<file path="src/rtl/sys_pkg.sv">
`default_nettype none
// +------------------------------------------------------------------+
// | Package : sys_pkg                                                |
// | Purpose : Shared state encoding and syscall code constants for  |
// |           the system-call / halt / statistics controller.       |
// | Ports   : n/a                                                    |
// | Rev     : 1.0  initial release                                   |
// +------------------------------------------------------------------+
package sys_pkg;

  typedef enum logic [1:0] {
    RUN    = 2'd0,
    HALTED = 2'd1,
    STEP   = 2'd2
  } state_e;

  localparam int SYS_HALT = 10;
  localparam int SYS_DISP = 34;
  localparam int SYS_SEL  = 35;
  localparam int SYS_CLR  = 36;

endpackage
`default_nettype wire

</file>
<file path="src/rtl/sat_counter.sv">
`default_nettype none
// +------------------------------------------------------------------+
// | Module  : sat_counter                                            |
// | Purpose : Up-counter that sticks at all-ones; clear wins over   |
// |           increment.                                             |
// | Ports   : clk, rst_n (sync, active-low), clr, inc -> q [W-1:0]   |
// | Rev     : 1.0  initial release                                   |
// +------------------------------------------------------------------+
module sat_counter #(
  parameter int W = 32
) (
  input  logic         clk,
  input  logic         rst_n,
  input  logic         clr,
  input  logic         inc,
  output logic [W-1:0] q
);

  logic [W-1:0] cnt_q;
  logic [W-1:0] cnt_d;

  always_comb begin
    cnt_d = cnt_q;
    if (clr) begin
      cnt_d = '0;
    end else if (inc && (cnt_q != {W{1'b1}})) begin
      cnt_d = cnt_q + W'(1);
    end
  end

  always_ff @(posedge clk) begin
    if (!rst_n) begin
      cnt_q <= '0;
    end else begin
      cnt_q <= cnt_d;
    end
  end

  assign q = cnt_q;

endmodule
`default_nettype wire

</file>
<file path="src/rtl/sys_ctrl_unit.sv">
`default_nettype none
// +------------------------------------------------------------------+
// | Module  : sys_ctrl_unit                                          |
// | Purpose : Syscall decoder, halt/resume/single-step FSM, multi-   |
// |           channel display registers and saturating perf counters|
// | Ports   : in  clk, rst_n, sys_valid, sys_code, sys_arg, retire,  |
// |               branch_taken, resume, step, stat_clr               |
// |           out run, halted, disp_data, disp_sel, disp_upd,        |
// |               sys_err, cyc_cnt, inst_cnt, br_cnt                 |
// | Rev     : 1.0  initial release                                   |
// +------------------------------------------------------------------+
module sys_ctrl_unit
  import sys_pkg::*;
#(
  parameter int WIDTH     = 32,
  parameter int DISP_CH   = 4,
  parameter int CNT_WIDTH = 32,
  parameter int SEL_W     = (DISP_CH > 1) ? $clog2(DISP_CH) : 1
) (
  input  logic                     clk,
  input  logic                     rst_n,
  input  logic                     sys_valid,
  input  logic [WIDTH-1:0]         sys_code,
  input  logic [WIDTH-1:0]         sys_arg,
  input  logic                     retire,
  input  logic                     branch_taken,
  input  logic                     resume,
  input  logic                     step,
  input  logic                     stat_clr,
  output logic                     run,
  output logic                     halted,
  output logic [DISP_CH*WIDTH-1:0] disp_data,
  output logic [SEL_W-1:0]         disp_sel,
  output logic [DISP_CH-1:0]       disp_upd,
  output logic                     sys_err,
  output logic [CNT_WIDTH-1:0]     cyc_cnt,
  output logic [CNT_WIDTH-1:0]     inst_cnt,
  output logic [CNT_WIDTH-1:0]     br_cnt
);

  state_e             state_q, state_d;
  logic [WIDTH-1:0]   disp_q [DISP_CH];
  logic [WIDTH-1:0]   disp_d [DISP_CH];
  logic [SEL_W-1:0]   disp_sel_q, disp_sel_d;
  logic [DISP_CH-1:0] disp_upd_q, disp_upd_d;
  logic               sys_err_q, sys_err_d;

  logic run_w;
  logic sys_act;
  logic is_halt, is_disp, is_sel, is_clr;
  logic cnt_clr;

  assign run_w   = (state_q != HALTED);
  // Syscalls are only honoured while the core is actually executing.
  assign sys_act = sys_valid & run_w;
  assign is_halt = sys_act && (sys_code == WIDTH'(SYS_HALT));
  assign is_disp = sys_act && (sys_code == WIDTH'(SYS_DISP));
  assign is_sel  = sys_act && (sys_code == WIDTH'(SYS_SEL));
  assign is_clr  = sys_act && (sys_code == WIDTH'(SYS_CLR));
  assign cnt_clr = stat_clr | is_clr;

  // Next-state logic; a halt syscall in STEP lands in HALTED just like
  // the unconditional STEP exit, so it needs no special case.
  always_comb begin
    state_d = state_q;
    unique case (state_q)
      RUN: begin
        if (is_halt) state_d = HALTED;
      end
      HALTED: begin
        if (resume)    state_d = RUN;
        else if (step) state_d = STEP;
      end
      STEP: begin
        state_d = HALTED;
      end
      default: state_d = RUN;
    endcase
  end

  always_comb begin
    disp_d     = disp_q;
    disp_sel_d = disp_sel_q;
    disp_upd_d = '0;
    sys_err_d  = 1'b0;
    if (is_sel) begin
      // With a single channel the select bit has nowhere to point.
      disp_sel_d = (DISP_CH == 1) ? '0 : sys_arg[SEL_W-1:0];
    end
    for (int ch = 0; ch < DISP_CH; ch++) begin
      if (is_disp && (disp_sel_q == SEL_W'(ch))) begin
        disp_d[ch]     = sys_arg;
        disp_upd_d[ch] = 1'b1;
      end
    end
    if (sys_act && !is_halt && !is_disp && !is_sel && !is_clr) begin
      sys_err_d = 1'b1;
    end
  end

  always_ff @(posedge clk) begin
    if (!rst_n) begin
      state_q    <= RUN;
      disp_sel_q <= '0;
      disp_upd_q <= '0;
      sys_err_q  <= 1'b0;
      for (int ch = 0; ch < DISP_CH; ch++) begin
        disp_q[ch] <= '0;
      end
    end else begin
      state_q    <= state_d;
      disp_sel_q <= disp_sel_d;
      disp_upd_q <= disp_upd_d;
      sys_err_q  <= sys_err_d;
      for (int ch = 0; ch < DISP_CH; ch++) begin
        disp_q[ch] <= disp_d[ch];
      end
    end
  end

  generate
    for (genvar gi = 0; gi < DISP_CH; gi++) begin : g_disp_out
      assign disp_data[gi*WIDTH +: WIDTH] = disp_q[gi];
    end
  endgenerate

  assign run      = run_w;
  assign halted   = (state_q == HALTED);
  assign disp_sel = disp_sel_q;
  assign disp_upd = disp_upd_q;
  assign sys_err  = sys_err_q;

  sat_counter #(.W(CNT_WIDTH)) u_cyc_cnt (
    .clk   (clk),
    .rst_n (rst_n),
    .clr   (cnt_clr),
    .inc   (run_w),
    .q     (cyc_cnt)
  );

  sat_counter #(.W(CNT_WIDTH)) u_inst_cnt (
    .clk   (clk),
    .rst_n (rst_n),
    .clr   (cnt_clr),
    .inc   (retire & run_w),
    .q     (inst_cnt)
  );

  sat_counter #(.W(CNT_WIDTH)) u_br_cnt (
    .clk   (clk),
    .rst_n (rst_n),
    .clr   (cnt_clr),
    .inc   (retire & branch_taken & run_w),
    .q     (br_cnt)
  );

endmodule
`default_nettype wire

</file>
<file path="config.mk">
export PLATFORM = sky130hd
export DESIGN_NAME = sys_ctrl_unit
export DESIGN_NICKNAME = d
export VERILOG_FILES = /design/src/rtl/sys_pkg.sv /design/src/rtl/sat_counter.sv /design/src/rtl/sys_ctrl_unit.sv
export SDC_FILE = /design/constraint.sdc
export NUM_CORES = 1
export LEC_CHECK = 0
export CAP_MARGIN = 30
export CORE_MARGIN = 3
export CORE_UTILIZATION = 51
export DETAILED_ROUTE_END_ITERATION = 10
export PLACE_DENSITY = 0.92
export SYNTH_ARGS = -nofsm -noshare
export SYNTH_HDL_FRONTEND = slang
export SYNTH_SLANG_ARGS = --single-unit
</file>
<file path="constraint.sdc">
create_clock -name clk -period 7 [get_ports clk]
set_input_delay 2.1 -clock clk [delete_from_list [all_inputs] [get_ports clk]]
set_output_delay 2.1 -clock clk [all_outputs]
set_load 0.02 [all_outputs]
</file>
# Word level (Yosys, flattened, before mapping)
# Cells that the tools add are included.
word_totals:
  regBits: 233
  latchBits: 0
  ramBits: 0
  romBits: 0
  input_bits: 72
  output_inout_bits: 233
  wordCells: 67
  memories: 0
op_classes:
  add_sub_neg: 3
  mul: 0
  div_mod_pow: 0
  n_lt_le_gt_ge: 0
  eq_ne: 15
  shift: 0
  mux: 9
  n_bitwise: 6
  reduce_logical: 23
ops:
  columns: ["cell", "n"]
  rows:
  - ["adder 32 x 1 -> 32 bit, second input constant", 3]
  - ["equality test 32 x 6 -> 1 bit, second input constant", 3]
  - ["inequality test 32 bit, second input constant", 3]
  - ["equality test 32 x 4 -> 1 bit, second input constant", 1]
  - ["logical AND 1 bit", 15]
  - ["equality test 2 bit, second input constant", 3]
  - ["2-to-1 mux 2 bit", 3]
  - ["one-hot mux 2 bit (3 select lines)", 1]
  - ["2-to-1 mux 1 bit", 5]
  - ["AND 1 bit", 4]
  - ["equality test 2 x 1 -> 1 bit, second input constant", 2]
  - ["logical NOT 1 bit", 4]
  - ["logical NOT 2 bit", 2]
  - ["inequality test 3 bit, second input constant", 1]
  - ["inequality test 2 x 1 -> 1 bit, second input constant", 1]
  - ["inequality test 2 bit, second input constant", 1]
  - ["AND reduction 2 bit", 1]
  - ["OR reduction 2 bit", 1]
  - ["inverter 1 bit", 1]
  - ["OR 1 bit", 1]

# Longest topological paths before layout
depth:
  ltp_word: 9
  mapped_depth: 9
  mapped_depth_nobuf: 6

# Hierarchy
# Synthesis repeated with hierarchy kept, for this count alone.
hier_totals:
  cells_unflattened: 1120
  hier_area_um2: 10382.5
modules_own_cells:
  columns: ["module", "n_inst", "cells_each", "area_per_inst_um2", "seq_area_each_um2"]
  rows:
  - ["sys_ctrl_unit", 1, 511, 5378.9, 2742.6]
  - ["sat_counter", 3, 203, 1667.8, 640.6]

# Worst setup path before layout
# No wires, ideal clock.
synth_path:
  path_kind: "input to register"
  startpoint: "in sys_code[17]"
  endpoint: "reg u_br_cnt.cnt_q[0], in the netlist u_br_cnt.q[0]"
  setup_time_ns: 0.128
  arrival_time_ns: 3.825
  t_required_ns: 6.872
  slack_ns: 3.048
  cell_stages: 8
  n_path_buf: 3
  path_cell_list: "nor4_1 nand4_1 nor4_1 or3b_2 clkbuf_1 clkbuf_1 clkbuf_1 nor2_1"
synth_via:
  elab_chain_len: 4
synth_rtl:
  columns: ["item", "line_no", "rtl"]
  rows:
  - ["start, declared", "sys_ctrl_unit.sv:23", "input logic [WIDTH-1:0] sys_code,"]
  - ["equality test 32 x 6 -> 1 bit", "sys_ctrl_unit.sv:59", "assign is_clr = sys_act && (sys_code == WIDTH'(SYS_CLR));"]
  - ["logical AND 1 bit", "sys_ctrl_unit.sv:59", null]
  - ["OR 1 bit", "sys_ctrl_unit.sv:60", "assign cnt_clr = stat_clr | is_clr;"]
  - ["OR reduction 2 bit (no line)", null, null]
  - ["end signal, assigned", "sat_counter.sv:35", "cnt_q <= cnt_d;"]
  - ["end, declared", "sat_counter.sv:19", "logic [W-1:0] cnt_q;"]
# No other way between the ends.
# A chain may end at the register's enable or synchronous reset.

# Worst setup path after layout
layout_path:
  startpoint: "in sys_code[4]"
  endpoint: "reg u_cyc_cnt.cnt_q[25], in the netlist u_cyc_cnt.q[25]"
layout_via:
  elab_chain_len: 4
layout_rtl:
  columns: ["item", "line_no"]
  rows:
  - ["equality test 32 x 6 -> 1 bit", "sys_ctrl_unit.sv:59"]
  - ["logical AND 1 bit", "sys_ctrl_unit.sv:59"]
  - ["OR 1 bit", "sys_ctrl_unit.sv:60"]
  - ["OR reduction 2 bit (no line)", null]
  - ["end signal, assigned", "sat_counter.sv:35"]
  - ["end, declared", "sat_counter.sv:19"]
# No other way between the ends.

==> impl_metrics.ini <==
[yosys]
synth_top_family_by_area = simple AND/OR/NAND/NOR gates
synth_simple_gate_area_share_pct = 27.61
synth.distinct_cells = 53
syn-mean-instance-area_um2 = 8.804
muxShareOfSynthArea_pct = 6.879
predominant_post_synthesis_flop_cell = sky130_fd_sc_hd__dfxtp_1
netlist_area_mm2 = 0.01019
ys_seq_area_share_pct = 45.79
synth-compound-area-share_pct = 14.57
arithmetic_cell_share_of_the_synthesized_area_counting_full_adders_half_adders_and_majority_gates_pct = 0.3685
synth-edff-count = 0
yosysWarningCount = 0
synth_nets = 1232
netlist_instances = 1157
ys_async_sr_fraction_pct = 0
synth_seq_cells = 233
synth-xor-area-share_pct = 1.634

[cts]
cts_inserted_buffers = 25
cts_resized = 0
cts_htree_levels = 1
clkSlewWorstSetupHoldPaths_ns = 0.06
cts_tree = built
clk-insertion-delay-late_ns = 0.52
clock-root-buffer = sky130_fd_sc_hd__clkbuf_16
hold_buffers = 0
cts.sinks = 233
cts_buffer_depth = 3
cts_post_setup_buffers_inserted = 0

[place]
hpwl_mm = 22.88
routabilityCongestion = 0.8504
detailed_place.area_mm2 = 0.01344
numPortBuffers = 304
pre_cts_ws_ns = 2.061

[cells_and_area]
fin_util_pct = 72.82
final_area_mm2 = 0.01422
layout-drive-gt1-share_pct = 5.445
num-nets-final = 1509
syn2layout_area_growth_pct = 39.59

[power_and_ir_drop]
ir_worst_vdd_mv = 0.1673
power_leakage_nw = 4.809
power_total_mw = 2.690
power.density_cell_area_mw_per_mm2 = 189.2

[timing]
setup_viol = 0
timing.fmax_mhz = 225.7
final_min_period_over_clock_period_pct = 63.31
grt_setup_unrepaired = no
hold_violations = 0
timing.clock.skew_ns = 0.02036
finalSetupTns_ns = 0
slew_violations = 0
worst_slew_margin_pct = 31.60
period_needed_ns = 4.432
final.setup.worst_slack_ns = 2.569
timing_worst_slew_pin_value_ns = 1.017

[global_route]
grt_use_total_pct = 28.60
grt_start_max_net_pins = 76
grt_pass1_vias = 9556
globalRouteOverflowTotal = 0
grt_antenna_before_repair = 4
grt_pass1_wl_mm = 51.34

[floorplan]
floorplan.core_area_mm2 = 0.01953
initial_utilization_pct = 52.17
design.die.area_mm2 = 0.02170
die-width_um = 147.3
fp-row-count = 51
chipHeight_um = 147.3
top_level_ports = 305

[worst_setup_path]
timing.critical_path.from_type = primary input
critical_path_arrival_ns = 4.80
required_ns = 7.37
critical_path.max_fanout = 58
cp-end-kind = flip-flop
critical_path_class = in2reg

[flow_run]
drv.max_cap_violation_count = 0

[detailed_routing]
first_pass_iteration_count_of_the_detailed_router = 5
drt-total-wl_mm = 32.99
post_drt_wl_per_cell_um = 19.19
via_per_inst = 5.877
routed-via-count = 10100
detailed_route_drc_error_count = 0
route.antenna.remaining_nets = 0
drtIter0Drc = 554

[outcome]
status = complete, no violations

[min_path]
hold_path.class = reg2reg
[power by group]
group / internal [mW] / switching (mW)
Combinational: 0.0565 / 0.0497
Sequential: 1.33 / 0.00244
Clock: 0.731 / 0.523
[flip-flops by register name (all words and copies together) (netlist names)]
signal / flops
u_inst_cnt.q: 32
disp_sel: 2
u_cyc_cnt.q: 32
disp_data: 128
sys_err: 1
disp_upd: 4
state_q: 2
u_br_cnt.q: 32
[cell type report]
class	instances	area, um2
diodes	3	7.507
multi-input cells	842	5216
repair buffers	319	3174
inverters	13	48.80
fillers	1355	5308
flip-flops and latches	233	4664
clock buffers	40	752.0
clock inverters	4	23.77
well taps	265	331.6
[worst paths after layout]
check,startpoint,end,slack (ns),depth (start not counted)
max reg2reg,state_q[1]$_SDFFE_PN0P_,u_cyc_cnt.q[25]$_SDFFE_PP0P_,4.25,7
min,disp_data[33]$_SDFFE_PN0P_,disp_data[33]$_SDFFE_PN0P_,0.46,2
max,sys_code[4],u_cyc_cnt.q[25]$_SDFFE_PP0P_,2.57,7
min reg2reg,disp_data[33]$_SDFFE_PN0P_,disp_data[33]$_SDFFE_PN0P_,0.46,2
[routing by layer]
| metal | vias up | part of all wire [%] | GRT usage [%] |
|---|---|---|---|
| met5 | - | 0.039 | 0 |
| met4 | 2 | 3.5 | 10.44 |
| met3 | 83 | 8.3 | 5.922 |
| met2 | 483 | 50 | 50.65 |
| met1 | 4788 | 38 | 34.34 |
| li1 | 4747 | - | - |
[cells in the mapped netlist (all sizes together) (3+ instances only)]
master    n  area, um2
a211oi    5      37.54
a21boi   67      503.0
a21oi    67      335.3
a311oi    5      43.79
and3     10      62.56
and4     13      113.9
buf      11      53.80
clkbuf   58      217.7
dfxtp   233       4664
ha        3      37.54
inv      13      48.80
mux2i    70      700.7
nand2   149      559.3
nand2b    4      25.02
nand3    72      370.4
nand4    35      234.0
nor2     49      183.9
nor2b    66      412.9
nor3     19      95.09
nor4     13      81.33
o21ai    32      160.2
o21ba     3      30.03
o31ai    37      282.8
o41ai     3      26.28
or2       4      25.02
or3      34      217.7
or4      43      331.6
xnor2    12      105.1
xor2      7      61.31
[per-stage QoR]
step	std cells	hold WS, ns
after global placement	1669	0.4510
after CTS	1716	0.4631
after floorplan	1157	0.5065
after global routing	1719	0.4848
after detailed placement	1672	0.4548
final	1719	0.4613
[cell usage in the layout, fill, tap and decap left out, types with 12 or more instances in the layout]
master                            count
sky130_fd_sc_hd__clkdlybuf4s50_1    303
sky130_fd_sc_hd__dfxtp_1            233
sky130_fd_sc_hd__nand2_1            149
sky130_fd_sc_hd__mux2i_1             70
sky130_fd_sc_hd__nand3_1             70
sky130_fd_sc_hd__a21boi_0            67
sky130_fd_sc_hd__a21oi_1             67
sky130_fd_sc_hd__nor2b_1             66
sky130_fd_sc_hd__nor2_1              48
sky130_fd_sc_hd__or4_1               38
sky130_fd_sc_hd__o31ai_1             36
sky130_fd_sc_hd__nand4_1             34
sky130_fd_sc_hd__o21ai_0             32
sky130_fd_sc_hd__or3_1               30
sky130_fd_sc_hd__clkbuf_16           25
sky130_fd_sc_hd__nor3_1              17
sky130_fd_sc_hd__inv_1               13
sky130_fd_sc_hd__nor4_1              13
sky130_fd_sc_hd__and4_1              13
sky130_fd_sc_hd__buf_4               13
sky130_fd_sc_hd__xnor2_1             12
[worst max-delay path, cell delays in order]
cell	delay [ns]
sky130_fd_sc_hd__clkdlybuf4s50_1	0.41
sky130_fd_sc_hd__nor4_1	0.36
sky130_fd_sc_hd__nand4_1	0.22
sky130_fd_sc_hd__nor4_1	0.43
sky130_fd_sc_hd__or3b_4	0.65
sky130_fd_sc_hd__buf_4	0.49
sky130_fd_sc_hd__a21oi_1	0.10
[logic make-up (layout without fill, tap and decap cells)]
group | after synthesis | count (layout)
xor gates and xnor gates | 19 | 19
and+or+nand+nor | 523 | 523
buffers and inverters | 82 | 376
muxes | 70 | 70
adders and majority gates | 3 | 3
AOI/OAI and AO/OA | 227 | 227
other | 0 | 3
DFF | 233 | 233
Power figures use the tool's default switching activity.
